--- src/rtl/b16fp_pkg.sv ---
// Shared definitions for the bfloat16 dot-product sequencer.
package b16fp_pkg;

  localparam int BF16_W = 16;
  localparam logic [BF16_W-1:0] BF16_ZERO = 16'h0000;

  typedef enum logic [2:0] {
    ST_IDLE,
    ST_CLEAR,
    ST_FEED,
    ST_DRAIN,
    ST_DONE
  } seq_state_e;

endpackage

--- src/rtl/b16fp_dot_seq.sv ---
// Dot-product sequencer: clears the external bf16 MAC, streams N operand
// pairs into it, waits out its pipeline and returns the sum via valid/ready.
module b16fp_dot_seq
  import b16fp_pkg::*;
#(
  parameter int LEN_W   = 8,
  parameter int MAC_LAT = 1,
  parameter int CLR_CYC = 2
) (
  input  logic              clk,
  input  logic              rst,
  input  logic              cmd_valid,
  output logic              cmd_ready,
  input  logic [LEN_W-1:0]  cmd_len,
  input  logic              op_valid,
  output logic              op_ready,
  input  logic [BF16_W-1:0] op_a,
  input  logic [BF16_W-1:0] op_b,
  output logic              mac_rst,
  output logic              mac_valid,
  output logic [BF16_W-1:0] mac_oprA,
  output logic [BF16_W-1:0] mac_oprB,
  input  logic [BF16_W-1:0] mac_result,
  output logic              res_valid,
  input  logic              res_ready,
  output logic [BF16_W-1:0] res_data,
  output logic              busy
);

  localparam int CLR_W = (CLR_CYC > 1) ? $clog2(CLR_CYC) : 1;
  localparam int DRN_W = (MAC_LAT > 0) ? $clog2(MAC_LAT + 1) : 1;

  seq_state_e        state_q;
  logic [LEN_W-1:0]  len_q;
  logic [LEN_W-1:0]  rem_q;
  logic [CLR_W-1:0]  clr_q;
  logic [DRN_W-1:0]  drn_q;
  logic              clr_act_q;
  logic              mac_valid_q;
  logic [BF16_W-1:0] opra_q;
  logic [BF16_W-1:0] oprb_q;
  logic              res_valid_q;
  logic [BF16_W-1:0] res_data_q;

  always_ff @(posedge clk) begin
    if (rst) begin
      state_q     <= ST_IDLE;
      len_q       <= '0;
      rem_q       <= '0;
      clr_q       <= '0;
      drn_q       <= '0;
      clr_act_q   <= 1'b0;
      mac_valid_q <= 1'b0;
      opra_q      <= BF16_ZERO;
      oprb_q      <= BF16_ZERO;
      res_valid_q <= 1'b0;
      res_data_q  <= BF16_ZERO;
    end else begin
      mac_valid_q <= 1'b0;
      unique case (state_q)
        ST_IDLE: begin
          if (cmd_valid) begin
            len_q <= cmd_len;
            if (cmd_len == '0) begin
              res_data_q  <= BF16_ZERO;
              res_valid_q <= 1'b1;
              state_q     <= ST_DONE;
            end else begin
              clr_q     <= CLR_W'(CLR_CYC - 1);
              clr_act_q <= 1'b1;
              state_q   <= ST_CLEAR;
            end
          end
        end
        ST_CLEAR: begin
          if (clr_q == '0) begin
            rem_q     <= len_q;
            clr_act_q <= 1'b0;
            state_q   <= ST_FEED;
          end else begin
            clr_q <= clr_q - 1'b1;
          end
        end
        ST_FEED: begin
          if (op_valid) begin
            opra_q      <= op_a;
            oprb_q      <= op_b;
            mac_valid_q <= 1'b1;
            rem_q       <= rem_q - 1'b1;
            if (rem_q == LEN_W'(1)) begin
              drn_q   <= DRN_W'(MAC_LAT);
              state_q <= ST_DRAIN;
            end
          end
        end
        ST_DRAIN: begin
          // The latency count starts only once the MAC has sampled the final
          // operand pair, i.e. after the last mac_valid cycle has passed.
          if (!mac_valid_q) begin
            if (drn_q == '0) begin
              res_data_q  <= mac_result;
              res_valid_q <= 1'b1;
              state_q     <= ST_DONE;
            end else begin
              drn_q <= drn_q - 1'b1;
            end
          end
        end
        ST_DONE: begin
          if (res_ready && res_valid_q) begin
            res_valid_q <= 1'b0;
            state_q     <= ST_IDLE;
          end
        end
        default: state_q <= ST_IDLE;
      endcase
    end
  end

  assign cmd_ready = (state_q == ST_IDLE);
  assign op_ready  = (state_q == ST_FEED);
  assign busy      = (state_q != ST_IDLE);
  assign mac_rst   = rst | clr_act_q;
  assign mac_valid = mac_valid_q;
  assign mac_oprA  = opra_q;
  assign mac_oprB  = oprb_q;
  assign res_valid = res_valid_q;
  assign res_data  = res_data_q;

endmodule

--- config.mk ---
export PLATFORM = sky130hd
export DESIGN_NAME = b16fp_dot_seq
export DESIGN_NICKNAME = d
export VERILOG_FILES = /design/src/rtl/b16fp_pkg.sv /design/src/rtl/b16fp_dot_seq.sv
export SDC_FILE = /design/constraint.sdc
export NUM_CORES = 1
export LEC_CHECK = 0
export CORE_UTILIZATION = 40
export CTS_BUF_LIST = sky130_fd_sc_hd__clkbuf_4
export CTS_CLUSTER_DIAMETER = 60
export CTS_CLUSTER_SIZE = 14
export DETAILED_ROUTE_END_ITERATION = 12
export DONT_BUFFER_PORTS = 1
export GPL_TIMING_DRIVEN = 0
export PLACE_DENSITY = 0.58
export SLEW_MARGIN = 10
export SYNTH_ARGS = -nofsm -noshare
export SYNTH_HDL_FRONTEND = slang
export SYNTH_SLANG_ARGS = --single-unit
--- constraint.sdc ---
create_clock -name clk -period 3.14 [get_ports clk]
set_clock_uncertainty 0.05 [all_clocks]
set_input_delay 0.314 -clock clk [delete_from_list [all_inputs] [get_ports clk]]
set_output_delay 0.314 -clock clk [all_outputs]
set_load 0.005 [all_outputs]
==> results list <==
* Area growth, synth to finish: 26.81%
- Data required, critical path: roughly 3400 ps
- Final hold vios: 0
- Number of input and output port buffers inserted: 0
- After synthesis, the share of flip-flops with an asynchronous set or reset is 0%.
* Overflow after GRT: 0
- The later pin in the worst-skew pair is clocked with a latency of 420 ps.
- Number of remaining DRC errors: 0
- Buffers inserted during clock tree synthesis total 9.
- Critical path, cell by cell: nor4b_4 -> nand3_2 -> clkbuf_1 -> nand3_1 -> a21oi_1
- DIE HEIGHT: 88.75 µm
- VDD IR-drop max: about 270 µV
* Critical Path Start Type: register
- Number of setup violations in the final report: 0
- Number of synthesis warnings: 0
- Clock tree buffer depth: 2
* Post-layout util: 52.63%
- CP max stage delay: approximately 600 ps
- Post-layout total power: 0.002203 W
- The via count of the first global-routing pass was ~2600.
- Post-synthesis sequential area ratio: between 40% and 50%
- Area of the mapped netlist: 3010 µm²
- Post-synth EDFFs: 0
- RSZ-0062 raised after global routing: false
* Detail-routed net length per standard cell: around 15 µm
* Critical Path Sink Type: register
* Area enclosed by the die boundary: between 7000 and 8000 µm²
- Once detail routing completed, the nets flagged for antenna violations numbered 0.
- Final Non-Filler Cells: 540
- Post-synth net total: ~440
- Synth Area per Inst: just over 8 µm²
- Number of maximum-capacitance constraint violations: 0
- Of all nets on the critical path, the largest fanout is 10.
* Status: finished, final reports clean
- approximately 120 I/O pins were placed.
- For this design the ratio of total power to cell area is 577.0 nW/µm².
- In this run, the number of DRC markers left after iteration 0 of detailed routing was ~120.
- The first detailed-routing pass took 4 iterations.
- Register-to-Register Setup Slack: about 1200 ps
* F_max: roughly 0.51 GHz
* Filler instances: 700
* Top FF cell, synth: dfxtp_1
- At the pin with the least slew margin, the transition time is between 700 and 800 ps.
- Period minus WS final: approximately 2000 ps
* Critical setup path kind: reg -> reg
* CTS tree: built
- The clock drives between 70 and 80 sinks.
- Clock-pin slew was measured on the worst setup and hold paths at 120 ps.
- For this block, the via count after detailed routing is between 2000 and 3000.
- Master of the slowest instance on the critical path: nor4b_4
* Synthesized flop and latch total: 72
- Including well taps, the total number of placed cells is roughly 470.
- Entering global routing, the biggest net connects 13 pins.
- Core Rows: 31
- The congestion estimate from routability-driven global placement came to around 0.82.
- Setup TNS after final layout: 0 ps
- The first global-routing pass estimated approximately 13 mm of wire.
- The worst hold path belongs to the class in -> reg.
- After clock tree synthesis, the repair step resized 0 gates.
- Initial Util: 41.50%
* Share of post-route cells with drive strength above 1: under 10%
- Initial antenna violation count: 0
- Static Leak: about 1.3 nW
* Slew headroom: 51.48%
- The count of pins over their slew limit was 0.
- The worst path uses 62.65% of the clock period.
- Arrival time at the worst endpoint: approximately 2200 ps
- Diodes inserted: 0
- In this run the clock root is driven by a clkbuf_4.
- Final hold analysis gives a worst-case slack of 27.20 ps.
- For this run, the total global-route usage over all layers was measured as a little over a fifth.
* Vias per inst: 5.328
* H-tree depth: 3
* Area of the placeable core: between 7000 and 8000 µm²
- Counting distinct cell types in the post-synthesis netlist gives 51.
* Detailed-placement wirelength estimate: about 5.3 mm
- At the end of the flow, the number of nets in the layout was 500.
- Die Span X: between 80 and 90 µm
- Cells after synthesis: approximately 370
* Total Routed Length: about 8 mm
-- registers in the layout (all words and copies together), names as in the netlist --
register and flops:
clr_act_q 1, clr_q 1, drn_q 1, len_q 8, mac_oprA 16, mac_oprB 16, mac_valid 1, rem_q 8
res_data 16, res_valid 1, state_q 3
-- placed cells by master (no fill, tap or decap), drive strengths merged, types with 2 or more instances in the layout --
master,synthesis,routed
a311oi,2,2
nand3b,2,2
nor2,13,13
nand2,93,93
a31oi,3,3
o21ai,8,8
nand3,23,23
buf,9,9
nor4b,3,3
nor3b,3,3
bufinv,0,2
clkinvlp,0,2
dfxtp,72,72
and2,2,2
a21oi,68,68
clkinv,0,2
nor3,3,3
inv,7,7
o211ai,18,18
clkbuf,18,27
nor4,2,2
dlygate4sd3,0,53
ha,2,2
or2,2,2
or3,3,3
a21o,2,2
-- worst paths after layout --
| check | endpoint | cells after the start | startpoint |
|---|---|---|---|
| worst max-delay path | res_data[7] | 5 | state_q[1] |
| worst min-delay path | res_data[3] | 2 | mac_result[3] |
| worst max register to register | res_data[7] | 5 | state_q[1] |
| worst min register to register | len_q[6] | 2 | len_q[6] |
-- stage by stage --
stage	area, µm²	setup slack (ps)
floorplan	3010	1577
global placement	3134	1121
detailed placement	3134	1079
CTS	3817	1120
global route	3817	967.8
finish	3817	1173
-- report_power, final --
part           switching (W)  internal, W
logic               0.000286     0.000199
clock network       0.000334     0.000315
registers          0.0000723     0.000995
total               0.000693      0.00151
-- kinds of logic after synthesis --
kind of cell	share of synthesized area (%)
and+or+nand+nor	24.02
adders and majority gates	0.8311
DFF	47.88
AOI/OAI and AO/OA	21.82
buffers and inverters	5.444
-- layer usage --
layer / global-route usage [%] / up-vias / wire length (µm)
met5: 0 / - / 0
met4: 8.798 / 0 / 108
met3: 6.810 / 10 / 619
met2: 34.48 / 106 / 3850
met1: 25.66 / 1334 / 3526
li1: - / 1427 / -
-- synthesized netlist by cell type (all sizes together), types with 2 or more instances --
cell type	number	area, µm²
nand2	93	351.6
a31oi	3	18.77
inv	7	26.27
nor3	3	15.01
ha	2	25.02
or2	2	12.52
a21oi	68	340.3
o211ai	18	140.1
nor4	2	12.51
a21o	2	15.01
o21ai	8	40.03
clkbuf	18	68.81
nand3b	2	15.01
nor2	13	48.80
dfxtp	72	1441
nor3b	3	22.52
or3	3	23.77
and2	2	12.52
nand3	23	120.1
buf	9	68.82
nor4b	3	47.54
a311oi	2	17.52
-- worst max-delay path, delay by kind of cell (launching register included) --
| family | cells | cell delay [ps] |
|---|---|---|
| flip-flops | 1 | 370 |
| AO/OA/AOI/OAI | 1 | 70 |
| buffers and inverters | 1 | 310 |
| AND/OR/NAND/NOR | 3 | 1050 |
-- cell type report --
cell class              instances  area, µm²  area share (%)
repair buffers                 53      530.5           13.90
plain buffers                  27      137.6           3.605
flip-flops and latches         72       1441           37.76
multi-input cells             267       1405           36.81
inverters                       7      26.28          0.6883
clock buffers                   9      67.56           1.770
clock inverters                 6      85.08           2.229
well taps                      99      123.9           3.245
-- repair_timing --
action / in CTS / in global routing
endpoints found under the hold margin: 54 / 0
setup buffers: 0 / 0
hold buffers: 53 / 0
Note: power is estimated with default switching activity, not from simulation.
